`src/rtl/shift_add_multiplier.sv`:
```
// shift_add_multiplier: sequential 4x4 unsigned shift-and-add multiplier
// controller. It time-shares an external four_bit_adder: each RUN cycle it
// presents Acc and the selected multiplicand to the adder, and on the edge it
// shifts the adder's {Cout, Sum} together with Q one place to the right.
// After four iterations {Acc, Q} holds the 8-bit product. Product is then
// latched and Done pulses for one cycle.

module shift_add_multiplier #(
  parameter int WIDTH = 4
) (
  input  logic               Clk,
  input  logic               Reset_n,
  input  logic               Start,
  input  logic [WIDTH-1:0]   A,
  input  logic [WIDTH-1:0]   B,
  output logic [WIDTH-1:0]   AddA,
  output logic [WIDTH-1:0]   AddB,
  output logic               AddCin,
  output logic               AddEnable,
  input  logic [WIDTH-1:0]   AddSum,
  input  logic               AddCout,
  output logic [2*WIDTH-1:0] Product,
  output logic               Busy,
  output logic               Done
);

  // The controller is built around a 4-bit adder, so any other width is a
  // configuration error and is caught at elaboration.
  if (WIDTH != 4) begin : g_width_check
    $error("shift_add_multiplier: WIDTH must be 4 to match four_bit_adder");
  end

  typedef enum logic [1:0] {
    ST_IDLE = 2'd0,
    ST_RUN  = 2'd1,
    ST_DONE = 2'd2
  } state_t;

  state_t             state_r;
  logic [WIDTH-1:0]   m_r;        // captured multiplicand
  logic [WIDTH-1:0]   acc_r;      // upper half of the partial product
  logic [WIDTH-1:0]   q_r;        // multiplier, shifting into lower product
  logic [1:0]         cnt_r;      // iteration index 0..3
  logic [2*WIDTH-1:0] product_r;
  logic               busy_r;
  logic               done_r;

  // The addend for one iteration is the multiplicand when the current
  // multiplier bit is set, otherwise zero.
  function automatic logic [WIDTH-1:0] partial_addend(
    input logic             q_lsb,
    input logic [WIDTH-1:0] mcand
  );
    logic [WIDTH-1:0] addend;
    if (q_lsb) begin
      addend = mcand;
    end else begin
      addend = '0;
    end
    return addend;
  endfunction

  // Control FSM and datapath registers; Busy/Done are registered alongside
  // the state so they are exactly "state is RUN" and "state is DONE".
  always_ff @(posedge Clk or negedge Reset_n) begin
    if (!Reset_n) begin
      state_r   <= ST_IDLE;
      m_r       <= '0;
      acc_r     <= '0;
      q_r       <= '0;
      cnt_r     <= 2'd0;
      product_r <= '0;
      busy_r    <= 1'b0;
      done_r    <= 1'b0;
    end else begin
      case (state_r)
        ST_IDLE: begin
          if (Start) begin
            m_r     <= A;
            q_r     <= B;
            acc_r   <= '0;
            cnt_r   <= 2'd0;
            state_r <= ST_RUN;
            busy_r  <= 1'b1;
            done_r  <= 1'b0;
          end else begin
            state_r <= ST_IDLE;
            busy_r  <= 1'b0;
            done_r  <= 1'b0;
          end
        end

        ST_RUN: begin
          // Shift {Cout, Sum, Q} right by one; the carry lands in Acc[3].
          acc_r <= {AddCout, AddSum[WIDTH-1:1]};
          q_r   <= {AddSum[0], q_r[WIDTH-1:1]};
          cnt_r <= cnt_r + 2'd1;
          if (cnt_r == 2'd3) begin
            product_r <= {AddCout, AddSum, q_r[WIDTH-1:1]};
            state_r   <= ST_DONE;
            busy_r    <= 1'b0;
            done_r    <= 1'b1;
          end else begin
            state_r <= ST_RUN;
            busy_r  <= 1'b1;
            done_r  <= 1'b0;
          end
        end

        ST_DONE: begin
          // A waiting Start is accepted straight from DONE for back-to-back use.
          if (Start) begin
            m_r     <= A;
            q_r     <= B;
            acc_r   <= '0;
            cnt_r   <= 2'd0;
            state_r <= ST_RUN;
            busy_r  <= 1'b1;
            done_r  <= 1'b0;
          end else begin
            state_r <= ST_IDLE;
            busy_r  <= 1'b0;
            done_r  <= 1'b0;
          end
        end

        default: begin
          state_r <= ST_IDLE;
          busy_r  <= 1'b0;
          done_r  <= 1'b0;
        end
      endcase
    end
  end

  // Adder drive derived from registered state only, so it is always defined
  // and reads all-zero while reset holds the registers cleared.
  always_comb begin
    AddA      = acc_r;
    AddB      = partial_addend(q_r[0], m_r);
    AddCin    = 1'b0;
    AddEnable = 1'b0;
    if (state_r == ST_RUN) begin
      AddEnable = 1'b1;
    end else begin
      AddEnable = 1'b0;
    end
  end

  assign Product = product_r;
  assign Busy    = busy_r;
  assign Done    = done_r;

endmodule

```
`config.mk`:
```
export PLATFORM = sky130hd
export DESIGN_NAME = shift_add_multiplier
export DESIGN_NICKNAME = d
export VERILOG_FILES = /design/src/rtl/shift_add_multiplier.sv
export SDC_FILE = /design/constraint.sdc
export NUM_CORES = 1
export LEC_CHECK = 0
export ABC_AREA = 1
export CAP_MARGIN = 10
export CORE_UTILIZATION = 40
export CTS_CLUSTER_DIAMETER = 100
export DETAILED_ROUTE_END_ITERATION = 10
export PLACE_DENSITY = 0.73
export REMOVE_ABC_BUFFERS = 1
export SLEW_MARGIN = 10
export SYNTH_ARGS = -nofsm -noshare
export SYNTH_HDL_FRONTEND = slang
export SYNTH_SLANG_ARGS = --single-unit
```
`constraint.sdc`:
```
create_clock -name Clk -period 1 [get_ports Clk]
set_input_delay 0.25 -clock Clk [delete_from_list [all_inputs] [get_ports Clk]]
set_output_delay 0.25 -clock Clk [all_outputs]
set_load 0.02 [all_outputs]
```
==> results of run 1 <==
synth_stat cells:
cell / number / area (um^2)
nand2_4: 1 / 11.3
nand2_1: 61 / 229
o21ai_0: 1 / 5.00
ha_1: 1 / 12.5
buf_8: 1 / 15.0
inv_8: 1 / 11.3
buf_6: 3 / 33.8
buf_2: 1 / 5.00
nand3_2: 4 / 40.0
buf_4: 1 / 7.51
nand2_2: 1 / 6.26
conb_1: 1 / 3.75
nor2_8: 1 / 20.0
dfrtp_1: 24 / 601
inv_2: 1 / 3.75
inv_1: 6 / 22.5
nand3_1: 19 / 95.1
timing repair:
item | 4_1_cts | 5_1_grt
setup endpoints to repair | 43 | 42
gates resized for setup | 132 | 16
pin swaps | 6 | 3
cloned | 2 | 0
hold endpoints to repair | 0 | 0
setup buffers | 7 | 5
path summary, 6_finish.rpt:
kind | cells past startpoint | end | startpoint
min in group Clk | 3 | AddA[3] | AddCout
min reg2reg | 2 | m_r[0] | m_r[0]
min | 2 | AddA[1] | Reset_n
max | 3 | AddEnable | state_r[0]
max reg2reg | 6 | q_r[2] | state_r[0]
max in group asynchronous | 2 | state_r[0] | Reset_n
critical path, delay by kind of cell, from the launching register on:
kind,cells,cell delay [ns]
flip-flops,1,0.48
AND/OR/NAND/NOR,1,0.03
buffers and inverters,2,0.20
metal layers:
layer,GRT usage (%),vias up,share of wire (%)
met5,0,-,0
met4,7.50,0,1.2
met3,3.55,4,6.2
met2,42.2,37,51
met1,26.6,520,42
li1,-,527,-
flip-flops by register name, indices dropped and copies added (netlist names):
signal	flops
Done	1
q_r	4
cnt_r	2
m_r	4
state_r	1
Product	8
AddA	4
cells in the final DEF (no fill, tap or decap), drive strengths merged:
cell type and count:
ha 1, o21ai 1, clkbuf 4, dfrtp 24
clkdlybuf4s50 15, conb 1, nand2 64, nand3 24
buf 45, inv 8, nor2 1
logic make-up after synthesis:
group	Yosys count
AND/OR/NAND/NOR	87
flip-flops	24
buffers and inverters	14
AO/OA/AOI/OAI	1
adder cells (fa/ha/maj)	1
other	1
metrics by stage:
stage | area [um^2] | power, uW | hold WS (ns)
6_report | 1880 | 6320 | 0.269
5_1_grt | 1880 | 6760 | 0.271
4_1_cts | 1780 | 5880 | 0.278
3_5_place_dp | 1560 | 4670 | 0.462
3_3_place_gp | 1560 | 4590 | 0.455
2_1_floorplan | 1060 | 3240 | -0.0456
layout make-up:
type                    count  area share [%]
flip-flops and latches     24            32.1
clock buffers               4            1.93
multi-input cells          92            30.4
well taps                  30            2.00
inverters                   8            2.27
repair buffers             60            31.2
report_power, final:
part / switching (uW) / internal [uW] / total (uW)
clock: 304 / 223 / 526
combinational: 2010 / 1930 / 3940
sequential: 414 / 1440 / 1850
==> results.cfg, run 1 <==
[critical_path]
cp_max_fo = 4
cp-end-kind = primary output
r2r_slack_ns = -0.18
crit_arrival_ns = 1.04
slowest_stage = dfrtp_2
worstSetupPathType = reg -> out
slowest_delay_ns = 0.48
startpoint_type = flop
required_ns = 0.75
crit_chain = inv_8 > nor2_8 > buf_6

[place]
port_buffers = 34
gp_congestion = 0.789
dp_cells = 200
post-dp-hpwl_mm = 1.83
place_ws_ns = -0.458

[layout]
regArea_um2 = 603
layout-drive-gt1-share_pct = 42.6
antenna_cells = 0
post-route-util_pct = 73.1
final_cells = 218
area_delta_synth_final_pct = 67.3
nets = 206
multiInputGateArea_um2 = 572
fillers = 195

[synthesis]
netlist_area_um2 = 1120
synthSimpleGateAreaFrac_pct = 35.8
synth_cell_types = 17
synthMuxAreaShare_pct = 0
synth_compound_area_share_pct = 0.446
yosys_warnings = 0
ys_seq_area_share_pct = 53.5
synth-seq-cells = 24
synth_top_family_by_area = simple AND/OR/NAND/NOR gates
syn_avg_cell_area_um2 = 8.77
synth_xor_area_share_pct = 0
yosys.area_share.adder_pct = 1.11
netlist_instances = 128

[detailed_routing]
drt_iter0_drc = 17
drt-total-wl_mm = 3.15
drtAntennaViolNets = 0
avgRoutedWirePerCell_um = 14.4
vias_per_cell = 4.99
via_count = 1088
drc_errors = 0
first_pass_iters = 4

[sta]
period_minus_slack_ns = 1.29
fmax_mhz = 777
skew_ns = 0.00587
layout_setup_ws_ns = -0.287
drv_slew = 0
period_share_pct = 129
fin_tns_setup_ns = -5.57
setup_violations = 41
rsz0062_at_grt = yes
hold_violations = 0

[clock_network]
worst_skew_pair.late_latency_ns = 0.32
cts_hold_buf = 0
cts_tree = built
clk_path_buf_depth = 2
path_clk_slew_ns = 0.14
cts-root-buf = clkbuf_4
numCtsBuffers = 3
htreeDepth = 1
cts.sinks = 24

[global_routing]
antenna_found_initial = 0
grt_usage_pct = 22.8
grt_pass1_vias = 1081
grt_pass1_wl_mm = 4.73
grt_max_degree = 25
overflow = 0

[run_status]
violations = negative setup slack
status = complete, but fails checks

[floorplanning]
die_area_um2 = 3020
core_area_um2 = 2570
start_util_pct = 43.7
dieWidth_um = 55.0
ioPinCount = 36
rows = 18
die_h_um = 55.0

[power]
p_leak_uw = 0.000970
p_per_area_nw_per_um2 = 3360
irDropWorstVdd_mv = 2.13

[run]
timing.max_cap.violations = 0

[worst_hold_path]
min_path_type = in -> async
Power figures use the tool's default switching activity.
==> run 2, diff against run 1 <==
- CAP_MARGIN: 10 -> 0
==> results of run 2 <==
No change in the layout: final DEF, timing and power equal those of run 1.
==> run 3, diff against run 2 <==
- SKIP_CTS_REPAIR_TIMING: default -> 1
==> run 3 against run 2 <==
  * Non-clock buffer count down 5
  * Power down 4.5%
  * Count of clock-buffer cells in the layout unchanged
  * The run still ends with negative setup slack left
  * Clock skew down 0.0025 ns
  * Sequential share of layout area up 1.2 points
  * Die area unchanged
  * First-iteration DRC count down 53%
  * Via count down 3.8%
  * Critical path depth up 1
==> results.cfg, run 3 (synthesized netlist as in run 1, its figures left out) <==
[clock_network]
htreeDepth = 1
worst_skew_pair.late_latency_ns = 0.31
numCtsBuffers = 3
clk_path_buf_depth = 2
cts-root-buf = clkbuf_4
cts.sinks = 24
path_clk_slew_ns = 0.13
cts_tree = built

[critical_path]
cpMostUsedCell = buf_6
required_ns = 0.75
r2r_end = q_r[2]
startpoint_type = flop
r2r_cells = 7
crit_arrival_ns = 1.11
cp_top_family = flip-flops
slowest_stage = dfrtp_1
regToRegStartpoint = Done
r2r_slack_ns = -0.18
critPathBufInv = 3
slowest_delay_ns = 0.45
crit_chain = buf_6 > nand2_2 > inv_2 > buf_6
cp_max_fo = 4
worstSetupPathType = reg -> out
cp-end-kind = primary output

[place]
port_buffers = 34
gp_congestion = 0.789
place_ws_ns = -0.458
dp_cells = 200
post-dp-hpwl_mm = 1.83

[layout]
largest_register_ffs = 8
final_cells = 212
final_common_cell = nand2_1
nets = 200
area_delta_synth_final_pct = 61.4
antenna_cells = 0
layout-drive-gt1-share_pct = 42.3
fillers = 212
layout_common_cells = nand2_1 (48), buf_6 (25), dfrtp_1 (22)

[worst_hold_path]
min_path_type = in -> async

[power]
p_per_area_nw_per_um2 = 3330
p_leak_uw = 0.000932
total_power_uw = 6030
irDropWorstVdd_mv = 2.19

[floorplanning]
die_area_um2 = 3020
core_area_um2 = 2570
start_util_pct = 43.7
rows = 18
die_h_um = 55.0
ioPinCount = 36
dieWidth_um = 55.0

[detailed_routing]
drt-total-wl_mm = 2.83
drc_errors = 0
avgRoutedWirePerCell_um = 13.3
drtAntennaViolNets = 0
via_count = 1047
vias_per_cell = 4.94
drt_iter0_drc = 8
first_pass_iters = 4

[sta]
layout_setup_ws_ns = -0.357
drv_slew = 0
skew_ns = 0.00334
period_share_pct = 136
period_minus_slack_ns = 1.36
fmax_mhz = 737
setup_violations = 43
hold_violations = 0
fin_tns_setup_ns = -6.51
whs_ns = 0.277
rsz0062_at_grt = yes

[global_routing]
grt_pass1_wl_mm = 4.15
overflow = 0
grt_usage_pct = 19.8
grt_max_degree = 25
antenna_found_initial = 0
grt_pass1_vias = 988

[run_status]
status = complete, but fails checks
violations = negative setup slack

[run]
timing.max_cap.violations = 0
[run 3: cell count changes in the layout (fill, tap and decap cells not counted), moves of 2 or more]
cell / change
buf_2: -2
buf_4: -7
buf_6: +4
inv_1: -3
inv_2: +3
nand2_1: -5
nand2_2: +6
nand2_8: -2
nand3_1: +5
nand3_2: -5
[run 3: worst reg2reg max path, cell delays in order, from the launching register on]
cell,delay (ns)
dfrtp_2,0.47
buf_6,0.14
buf_6,0.12
inv_8,0.06
nand2_4,0.06
buf_6,0.13
nand3_1,0.06
nand2_1,0.05
[run 3: cell type report]
cell class | instances | area (um^2) | area share, %
flip-flops and latches | 24 | 603 | 33.3
repair buffers | 55 | 564 | 31.1
multi-input cells | 91 | 526 | 29.0
inverters | 8 | 45.0 | 2.49
well taps | 30 | 37.5 | 2.07
clock buffers | 4 | 36.3 | 2.00
[run 3: where the power goes]
group	internal, uW	switching, uW
sequential	1440	432
clock	222	290
combinational	1800	1850
total	3460	2570
[run 3: worst max-delay path by stage]
| stage | from | slack (ns) | end | cells after the start |
|---|---|---|---|---|
| after global routing | q_r[0] | -0.39 | AddB[3] | 4 |
| after global placement | state_r[0] | -0.44 | AddEnable | 3 |
| after detailed placement | state_r[0] | -0.46 | AddEnable | 3 |
| after CTS | state_r[0] | -0.83 | AddEnable | 3 |
| final | q_r[0] | -0.36 | AddB[2] | 4 |
| after floorplan | state_r[0] | -0.20 | AddEnable | 2 |
[run 3: layer usage]
metal / vias to the layer above / routed length (um) / GRT usage, % / share of wire (%)
li1: 510 / - / - / -
met3: 4 / 212 / 3.28 / 7.5
met4: 0 / 38 / 7.50 / 1.3
met1: 490 / 1160 / 24.3 / 41
met2: 43 / 1420 / 34.5 / 50
met5: - / 0 / 0 / 0
[run 3: metrics by stage]
| step | instance area (um^2) | util (%) |
|---|---|---|
| detailed placement | 1560 | 60.6 |
| global route | 1810 | 70.6 |
| global placement | 1560 | 60.6 |
| CTS | 1590 | 62.0 |
| floorplan | 1060 | - |
| finish | 1810 | 70.6 |
